$ cat config.mk
export PLATFORM = sky130hd
export DESIGN_NAME = sddr_read_calibrator
export DESIGN_NICKNAME = d
export VERILOG_FILES = /design/src/rtl/sddr_cal_pkg.sv /design/src/rtl/sddr_cal_window_tracker.sv /design/src/rtl/sddr_read_calibrator.sv
export SDC_FILE = /design/constraint.sdc
export NUM_CORES = 1
export LEC_CHECK = 0
export ABC_CLOCK_PERIOD_IN_PS = 6300
export CAP_MARGIN = 10
export CORE_MARGIN = 5
export CORE_UTILIZATION = 30
export DETAILED_ROUTE_END_ITERATION = 8
export SLEW_MARGIN = 10
export SYNTH_ARGS = -nofsm -noshare
export SYNTH_HDL_FRONTEND = slang
export SYNTH_SLANG_ARGS = --single-unit
export TNS_END_PERCENT = 20
$ cat constraint.sdc
create_clock -name in_ddr_clock_i -period 6.3 [get_ports in_ddr_clock_i]
set_input_delay 1.26 -clock in_ddr_clock_i [delete_from_list [all_inputs] [get_ports in_ddr_clock_i]]
set_output_delay 1.26 -clock in_ddr_clock_i [all_outputs]
set_load 0.01 [all_outputs]
$ cat src/rtl/sddr_cal_pkg.sv
// ---------------------------------------------------------------------------
// sddr_cal_pkg
// Shared definitions for the DDR3 read-capture delay calibrator:
//   - BURST_BEATS : beats per calibration read burst
//   - cal_state_e : sequencer states
//   - expected_beat(k) : fill bit of the training pattern for beat k
//     (even beats all-ones, odd beats all-zeros; the caller replicates it
//     across the DQ width)
// ---------------------------------------------------------------------------
package sddr_cal_pkg;

  localparam int BURST_BEATS = 8;

  typedef enum logic [3:0] {
    IDLE,
    REQ,
    WAIT_DATA,
    EVAL,
    INC,
    SETTLE,
    CHECK,
    CENTER,
    DONE,
    FAIL
  } cal_state_e;

  function automatic logic expected_beat(input int k);
    return (k % 2) == 0;
  endfunction

endpackage

$ cat src/rtl/sddr_cal_window_tracker.sv
// ---------------------------------------------------------------------------
// sddr_cal_window_tracker
// Tracks the current run of passing taps and the longest run seen so far.
// A run is contiguous in sweep order; ties keep the earlier window.
// Ports:
//   in_ddr_clock_i  clock
//   in_ctl_reset_i  synchronous active-high reset
//   clear_i         zero all windows (start of a sweep)
//   update_i        apply one tap result (pass_i at tap_i)
//   pass_i, tap_i   result and tap of the read being evaluated
//   best_start_o    first tap of the longest window
//   best_len_o      length of the longest window (0 = none found)
// ---------------------------------------------------------------------------
module sddr_cal_window_tracker #(
  parameter int NUM_TAPS = 32,
  localparam int TAP_W = $clog2(NUM_TAPS),
  localparam int LEN_W = $clog2(NUM_TAPS + 1)
) (
  input  logic             in_ddr_clock_i,
  input  logic             in_ctl_reset_i,
  input  logic             clear_i,
  input  logic             update_i,
  input  logic             pass_i,
  input  logic [TAP_W-1:0] tap_i,
  output logic [TAP_W-1:0] best_start_o,
  output logic [LEN_W-1:0] best_len_o
);

  logic [TAP_W-1:0] cur_start_q, best_start_q, cur_start_d;
  logic [LEN_W-1:0] cur_len_q, best_len_q, cur_len_d;

  // NOTE: every combinational output gets a value before any condition so no
  // path leaves it unassigned, which would otherwise infer a latch.
  always_comb begin
    cur_len_d   = '0;
    cur_start_d = cur_start_q;
    if (pass_i) begin
      cur_len_d = cur_len_q + LEN_W'(1);
      if (cur_len_q == '0) cur_start_d = tap_i;
    end
  end

  // NOTE: the reset is synchronous (sampled on the clock edge, not in the
  // sensitivity list), and state registers use non-blocking assignments so
  // every flop samples pre-edge values regardless of statement order.
  always_ff @(posedge in_ddr_clock_i) begin
    if (in_ctl_reset_i || clear_i) begin
      cur_start_q  <= '0;
      cur_len_q    <= '0;
      best_start_q <= '0;
      best_len_q   <= '0;
    end else if (update_i) begin
      cur_start_q <= cur_start_d;
      cur_len_q   <= cur_len_d;
      // Strictly longer only: an equal-length later run never displaces
      // the earlier one.
      if (cur_len_d > best_len_q) begin
        best_start_q <= cur_start_d;
        best_len_q   <= cur_len_d;
      end
    end
  end

  assign best_start_o = best_start_q;
  assign best_len_o   = best_len_q;

endmodule

$ cat src/rtl/sddr_read_calibrator.sv
// ---------------------------------------------------------------------------
// sddr_read_calibrator
// Read-capture delay training sequencer for the DDR3 PHY. Sweeps the PHY's
// read-clock IDELAY across all taps with one calibration read per tap,
// tracks the longest contiguous passing window and then steps the delay to
// the window centre.
// Optional build macro: SDDR_CAL_DEBUG_EN adds cal_pass_map_o,
// cal_best_start_o and cal_best_len_o.
// Ports:
//   in_ddr_clock_i   DDR/PHY clock
//   in_ctl_reset_i   synchronous active-high reset
//   cal_start_i      start pulse from the init FSM (ignored while busy)
//   cal_busy_o       sweep/centre in progress
//   cal_done_o       sticky: window found and centred
//   cal_fail_o       sticky: no passing tap
//   cal_tap_o        mirror of the PHY tap count
//   rd_req_o         calibration read request, held until rd_ack_i
//   rd_ack_i         controller accepted the read
//   rd_data_valid_i  one-cycle strobe qualifying rd_data_i
//   rd_data_i        captured burst, index 0 = first beat
//   delay_inc_o      one-cycle increment pulse to the PHY read-delay CE
// The IDELAY is not reset here; the PHY must be reset together with this
// block so that tap 0 is a valid assumption.
// ---------------------------------------------------------------------------
module sddr_read_calibrator
  import sddr_cal_pkg::*;
#(
  parameter int DATA_BITS     = 16,
  parameter int NUM_TAPS      = 32,
  parameter int SETTLE_CYCLES = 8,
  parameter int READ_TIMEOUT  = 64,
  localparam int TAP_W = $clog2(NUM_TAPS),
  localparam int LEN_W = $clog2(NUM_TAPS + 1)
) (
  input  logic                                  in_ddr_clock_i,
  input  logic                                  in_ctl_reset_i,
  input  logic                                  cal_start_i,
  output logic                                  cal_busy_o,
  output logic                                  cal_done_o,
  output logic                                  cal_fail_o,
  output logic [TAP_W-1:0]                      cal_tap_o,
  output logic                                  rd_req_o,
  input  logic                                  rd_ack_i,
  input  logic                                  rd_data_valid_i,
  input  logic [BURST_BEATS-1:0][DATA_BITS-1:0] rd_data_i,
  output logic                                  delay_inc_o
`ifdef SDDR_CAL_DEBUG_EN
  ,
  output logic [NUM_TAPS-1:0]                   cal_pass_map_o,
  output logic [TAP_W-1:0]                      cal_best_start_o,
  output logic [LEN_W-1:0]                      cal_best_len_o
`endif
);

  localparam int CNT_MAX = (SETTLE_CYCLES > READ_TIMEOUT) ? SETTLE_CYCLES : READ_TIMEOUT;
  localparam int CNT_W   = $clog2(CNT_MAX + 1);

  cal_state_e       state_q, state_d;
  logic [TAP_W-1:0] tap_q, tap_next, target_q;
  logic [CNT_W-1:0] cnt_q;
  logic             pass_q;
  logic             centering_q;   // sweep finished, now walking to target
  logic             burst_ok, timeout_hit, settle_done, start_accept;
  logic [TAP_W-1:0] best_start;
  logic [LEN_W-1:0] best_len;

  // Burst compare against the alternating all-ones / all-zeros pattern.
  always_comb begin
    burst_ok = 1'b1;
    for (int k = 0; k < BURST_BEATS; k++) begin
      if (rd_data_i[k] != {DATA_BITS{expected_beat(k)}}) burst_ok = 1'b0;
    end
  end

  assign timeout_hit  = (cnt_q == CNT_W'(READ_TIMEOUT - 1));
  assign settle_done  = (cnt_q == CNT_W'(SETTLE_CYCLES - 1));
  assign start_accept = cal_start_i && (state_q inside {IDLE, DONE, FAIL});
  // Hardware tap counter wraps NUM_TAPS-1 -> 0 even for non power-of-two sizes.
  assign tap_next     = (tap_q == TAP_W'(NUM_TAPS - 1)) ? '0 : tap_q + TAP_W'(1);

  always_ff @(posedge in_ddr_clock_i) begin
    if (in_ctl_reset_i) state_q <= IDLE;
    else                state_q <= state_d;
  end

  always_comb begin
    state_d     = state_q;
    cal_busy_o  = 1'b1;
    cal_done_o  = 1'b0;
    cal_fail_o  = 1'b0;
    rd_req_o    = 1'b0;
    delay_inc_o = 1'b0;
    unique case (state_q)
      IDLE: begin
        cal_busy_o = 1'b0;
        if (cal_start_i) state_d = REQ;
      end
      REQ: begin
        rd_req_o = 1'b1;
        if (rd_ack_i) state_d = WAIT_DATA;
      end
      WAIT_DATA: if (rd_data_valid_i || timeout_hit) state_d = EVAL;
      EVAL:      state_d = INC;
      INC: begin
        delay_inc_o = 1'b1;
        state_d     = SETTLE;
      end
      SETTLE: begin
        // A wrap to tap 0 during the sweep means every tap has been read;
        // windows therefore never span NUM_TAPS-1 -> 0.
        if (settle_done) begin
          if (centering_q)       state_d = CENTER;
          else if (tap_q == '0)  state_d = CHECK;
          else                   state_d = REQ;
        end
      end
      CHECK:  state_d = (best_len == '0) ? FAIL : CENTER;
      CENTER: state_d = (tap_q == target_q) ? DONE : INC;
      DONE: begin
        cal_busy_o = 1'b0;
        cal_done_o = 1'b1;
        if (cal_start_i) state_d = REQ;
      end
      FAIL: begin
        cal_busy_o = 1'b0;
        cal_fail_o = 1'b1;
        if (cal_start_i) state_d = REQ;
      end
      default: state_d = IDLE;
    endcase
  end

  always_ff @(posedge in_ddr_clock_i) begin
    if (in_ctl_reset_i) begin
      tap_q       <= '0;
      target_q    <= '0;
      cnt_q       <= '0;
      pass_q      <= 1'b0;
      centering_q <= 1'b0;
    end else begin
      unique case (state_q)
        IDLE, DONE, FAIL: begin
          if (cal_start_i) begin
            tap_q       <= '0;
            centering_q <= 1'b0;
          end
        end
        REQ: cnt_q <= '0;
        WAIT_DATA: begin
          cnt_q <= cnt_q + CNT_W'(1);
          if (rd_data_valid_i)  pass_q <= burst_ok;
          else if (timeout_hit) pass_q <= 1'b0;
        end
        INC: begin
          tap_q <= tap_next;
          cnt_q <= '0;
        end
        SETTLE: cnt_q <= cnt_q + CNT_W'(1);
        CHECK: begin
          target_q    <= best_start + TAP_W'(best_len >> 1);
          centering_q <= 1'b1;
        end
        default: ;
      endcase
    end
  end

  assign cal_tap_o = tap_q;

  sddr_cal_window_tracker #(
    .NUM_TAPS (NUM_TAPS)
  ) u_window (
    .in_ddr_clock_i (in_ddr_clock_i),
    .in_ctl_reset_i (in_ctl_reset_i),
    .clear_i        (start_accept),
    .update_i       (state_q == EVAL),
    .pass_i         (pass_q),
    .tap_i          (tap_q),
    .best_start_o   (best_start),
    .best_len_o     (best_len)
  );

`ifdef SDDR_CAL_DEBUG_EN
  logic [NUM_TAPS-1:0] pass_map_q;

  always_ff @(posedge in_ddr_clock_i) begin
    if (in_ctl_reset_i || start_accept) pass_map_q <= '0;
    else if (state_q == EVAL)           pass_map_q[tap_q] <= pass_q;
  end

  assign cal_pass_map_o   = pass_map_q;
  assign cal_best_start_o = best_start;
  assign cal_best_len_o   = best_len;
`endif

endmodule

## Yosys cells after proc, flatten, opt, wreduce, memory -nomap -nowiden

Index checks and enable logic that the tools add are counted.

- Bits of input ports: 133
- Output and inout port bits: 10
- Register bits: 45
- Word-level logic and storage cells: 93

- Multiplexer cells: 33
- Order comparisons: 1
- $add $sub $neg: 4
- Equality and inequality tests: 21
- Reductions and logical operators: 24

Operators with widths:

| cell | number |
|---|---|
| 16-bit != test (second input constant) | 4 |
| 16-bit nonzero test | 4 |
| 4-bit one-hot mux with 8 select lines | 1 |
| 4-bit two-way mux | 6 |
| 5-bit two-way mux | 4 |
| 4-bit by 3-bit == test with 1-bit output (second input constant) | 4 |
| 1-bit two-way mux | 16 |
| 7-bit one-hot mux with 2 select lines | 1 |
| 6-bit zero test | 2 |
| 5-bit one-hot mux with 2 select lines | 1 |
| 4-bit by 2-bit == test with 1-bit output (second input constant) | 2 |
| 4-bit == test (second input constant) | 2 |
| 2-bit AND reduction | 4 |
| 2-bit nonzero test | 4 |
| 7-bit by 1-bit adder with 7-bit output (second input constant) | 1 |
| 7-bit by 3-bit == test with 1-bit output (second input constant) | 1 |
| 7-bit by 6-bit == test with 1-bit output (second input constant) | 1 |
| 6-bit by 1-bit adder with 6-bit output (second input constant) | 1 |
| 6-bit > comparator | 1 |
| 3-bit two-way mux | 2 |
| 6-bit two-way mux | 1 |
| 2-bit != test (second input constant) | 3 |
| 5-bit by 1-bit adder with 5-bit output (second input constant) | 1 |
| 5-bit adder | 1 |
| 13 further kinds | 15 |

## Depth between registers and ports, before layout

- Depth after elaboration: 10
- Gate-level depth with buffers: 10
- Gate-level depth less buffers: 10

## Modules after synthesis

From an unflattened synthesis, not the netlist that was laid out.

- Cell total of the unflattened synthesis: 373
- Area total of the unflattened synthesis: 3,046.7 µm²

By module, submodules not included:

| module | area an instance (µm²) | instances | cells an instance | seq. area each (µm²) |
|---|---|---|---|---|
| sddr_read_calibrator | 1,773.0 | 1 | 229 | 460.4 |
| sddr_cal_window_tracker | 1,273.7 | 1 | 144 | 440.4 |

## Worst setup path after synthesis

No wires, ideal clock.

- Path type: input port to flip-flop
- Start: in rd_data_i[87] in the netlist's numbering
- End: reg pass_q
- Data required time: 6.213 ns
- Cell stages on the path: 5
- Setup time: 0.087 ns
- Arrival: 2.739 ns
- Slack: 3.474 ns
- Buffers on the path: 0
- Cell sequence: or4_1 or4_1 nor4_2 nand4_1 o31ai_1

- Word-level cells in the longest chain between the ends: 5

RTL lines:

| item | line | RTL |
|---|---|---|
| start: declaration | sddr_read_calibrator.sv:45 | `input logic [BURST_BEATS-1:0][DATA_BITS-1:0] rd_data_i,` |
| 16-bit nonzero test | sddr_read_calibrator.sv:71 | `if (rd_data_i[k] != {DATA_BITS{expected_beat(k)}}) burst_ok = 1'b0;` |
| 1-bit two-way mux (3 in series) | sddr_read_calibrator.sv:71 |  |
| 1-bit two-way mux | sddr_read_calibrator.sv:151 | `if (rd_data_valid_i) pass_q <= burst_ok;` |
| end signal: assignment | sddr_read_calibrator.sv:151 |  |
| end: declaration | sddr_read_calibrator.sv:61 | `logic pass_q;` |

Every way passes these cells.
A chain may end at the register's enable or synchronous reset.

## Final worst setup path

- Start: reg state_q[2]
- End: out delay_inc_o

- Word-level cells in the longest chain between the ends: 2

RTL lines:

| item | line | RTL |
|---|---|---|
| start: declaration | sddr_read_calibrator.sv:58 | `cal_state_e state_q, state_d;` |
| start signal: assignment | sddr_read_calibrator.sv:83 | `else state_q <= state_d;` |
| 4-bit by 3-bit == test with 1-bit output | sddr_read_calibrator.sv:93 | `unique case (state_q)` |
| 1-bit two-way mux | sddr_read_calibrator.sv:93 |  |
| end: declaration | sddr_read_calibrator.sv:46 | `output logic delay_inc_o` |

Every way passes these cells.

==> results.json <==
{
  "p_per_area_nw_per_um2": 150.0,
  "grt_pass1_wl_um": 15720,
  "tightest_slew_ns": 0.8630,
  "critPathKind": "reg2out",
  "leakagePower_nw": 1.624,
  "clock-root-buffer": "clkbuf_8",
  "ios": 143,
  "mappedNetlistArea_um2": 2889,
  "rsz0062_at_grt": "no",
  "portBuffers": 142,
  "wl_per_cell_um": 15.57,
  "syn_to_final_growth_pct": 57.08,
  "r2r-end": "u_window.best_start_o[1]",
  "clk_pin_slew_ns": 0.09,
  "async_reset_ff_share_pct": 0,
  "cts.sinks": 45,
  "dr.pass1.iters": 4,
  "fin_crit_ns": 3.654,
  "grt_usage_pct": 17.16,
  "insertion_delay_ns": 0.31,
  "antenna_found_initial": 1,
  "via_per_inst": 5.022,
  "die_h_um": 108.1,
  "die_w_um": 108.1,
  "regToRegSetupSlack_ns": 3.56,
  "finalSetupViolCount": 0,
  "ctsLongestPathBuffers": 2,
  "endpoint_kind": "primary output",
  "postSynthRegisterBits": 45,
  "nFillCells": 886,
  "use_met3_pct": 3.701,
  "final_common_cell": "clkdlybuf4s50_1",
  "fin_crit_sh_pct": 57.99,
  "initial_core_util_pct": 30.97,
  "cts_resized": 0,
  "htree_levels": 2,
  "routed-via-count": 3134,
  "max_cap_violations": 0,
  "cp.arrival_ns": 2.39,
  "drv_slew": 0,
  "vdd_drop_max_uv": 54.01,
  "holdPathStages": 2,
  "rr_worst_depth": 8,
  "drt_wl_total_um": 9713,
  "synth_nets": 507,
  "most-common-layout-cells": "clkdlybuf4s50_1, dfxtp_1, nor2_1",
  "synth_ff_type": "dfxtp_1",
  "synth-edff-count": 0,
  "met1_usage_pct": 20.05,
  "drive_gt1_share_pct": 4.049,
  "hold_class": "reg2reg",
  "fin_skew_ns": 0.01375,
  "grt-busiest-layer": "met2",
  "die_area_um2": 11690,
  "dp_hpwl_um": 8235,
  "cp.required_ns": 5.04,
  "numCtsBuffers": 5,
  "post_cts_buffers": 0,
  "reg2reg_from": "u_window.cur_len_q[2]",
  "slew_headroom_pct": 42.29,
  "grt_pass1_vias": 3167,
  "gp_congestion": 0.8293,
  "multi_input_comb_area_um2": 1866,
  "ys_types": 58,
  "grt_util_met2_pct": 30.95,
  "holdPathEnd": "centering_q",
  "hold_start": "centering_q",
  "fmax_mhz": 273.7,
  "outcome": "finished, final reports clean",
  "syn_area_per_cell_um2": 8.092,
  "ant_nets": 0,
  "nets": 644,
  "synth_cells": 357,
  "cts_hold_buf": 0,
  "final_util_pct": 48.65,
  "remaining_drc_errors": 0,
  "seq_area_um2": 900.9,
  "drt_iter0_markers": 101,
  "grt_start_max_net_pins": 24,
  "total_power_mw": 0.6809,
  "ys_warn_count": 0,
  "rows": 35,
  "design.core.area_um2": 9328,
  "finalSetupTns_ns": 0,
  "yosysSeqAreaShare_pct": 31.18,
  "cp_max_fo": 16,
  "grt_overflow_total": 0,
  "hold_violations": 0,
  "startpoint_type": "flip-flop",
  "tritoncts": "done"
}
[routing by layer]
metal | up-vias | share of wire [%]
met2 | 78 | 53
met3 | 17 | 4.2
met4 | 0 | 2.6
met1 | 1438 | 41
met5 | - | 0
li1 | 1601 | -
[registers in the layout (all words and copies together) (netlist names)]
name	cells
cal_tap_o	5
u_window.best_start_o	5
u_window.cur_start_q	5
u_window.best_len_o	6
target_q	5
pass_q	1
centering_q	1
u_window.cur_len_q	6
state_q	4
cnt_q	7
[power breakdown]
group	total, mW	internal (mW)	switching (mW)
combinational	0.163	0.104	0.0591
sequential	0.300	0.289	0.0117
clock	0.218	0.115	0.102
[worst max-delay path by stage]
stage	endpoint	slack, ns	from	depth (start not counted)
finish	delay_inc_o	2.65	state_q[2]	2
global route	delay_inc_o	2.49	state_q[2]	2
CTS	delay_inc_o	2.67	state_q[2]	2
detailed placement	u_window.best_len_o[5]	2.72	in_ctl_reset_i	4
global placement	u_window.best_len_o[5]	2.80	in_ctl_reset_i	4
floorplan	pass_q	3.47	rd_data_i[87]	5
[critical path, stage by stage, from the launching register on]
cell	delay (ns)
dfxtp_1	0.63
nor4b_2	0.74
clkdlybuf4s50_1	0.72
[per-stage QoR]
step,area [um^2],hold WS (ns),cells,setup WS [ns]
after global placement,4432,0.4719,616,2.804
final,4538,0.4884,624,2.646
after global routing,4538,0.5132,624,2.493
after floorplan,2889,0.4541,357,3.474
after detailed placement,4432,0.4767,616,2.716
after CTS,4536,0.4889,623,2.675
[synth_stat cells, types with 9 or more instances]
master,n,share of area (%)
nor4_1,13,2.8
mux2i_1,11,3.8
ha_1,16,6.9
clkbuf_1,12,1.6
nand2_1,25,3.2
dfxtp_1,45,31
xnor2_1,11,3.3
nor2_1,33,4.3
nor4b_1,9,2.7
a21oi_1,32,5.5
nand4_1,19,4.1
inv_1,17,2.2
nand3_1,12,2.1
[final cells by class]
class | instances | share of cell area [%]
well taps | 129 | 3.557
repair buffers | 144 | 31.65
diodes | 1 | 0.05514
multi-input cells | 280 | 41.11
clock inverters | 2 | 0.7720
flip-flops and latches | 45 | 19.85
inverters | 18 | 1.489
clock buffers | 5 | 1.516
[logic make-up after synthesis]
group           Yosys count  share of synthesized area [%]
compound gates           75                          15.76
buf+inv                  32                          4.244
xor+xnor                 14                          4.244
flops                    45                          31.18
simple gates            161                          32.35
fa+ha+maj                17                          7.622
mux                      13                          4.591
(Power assumes the default switching activity.)
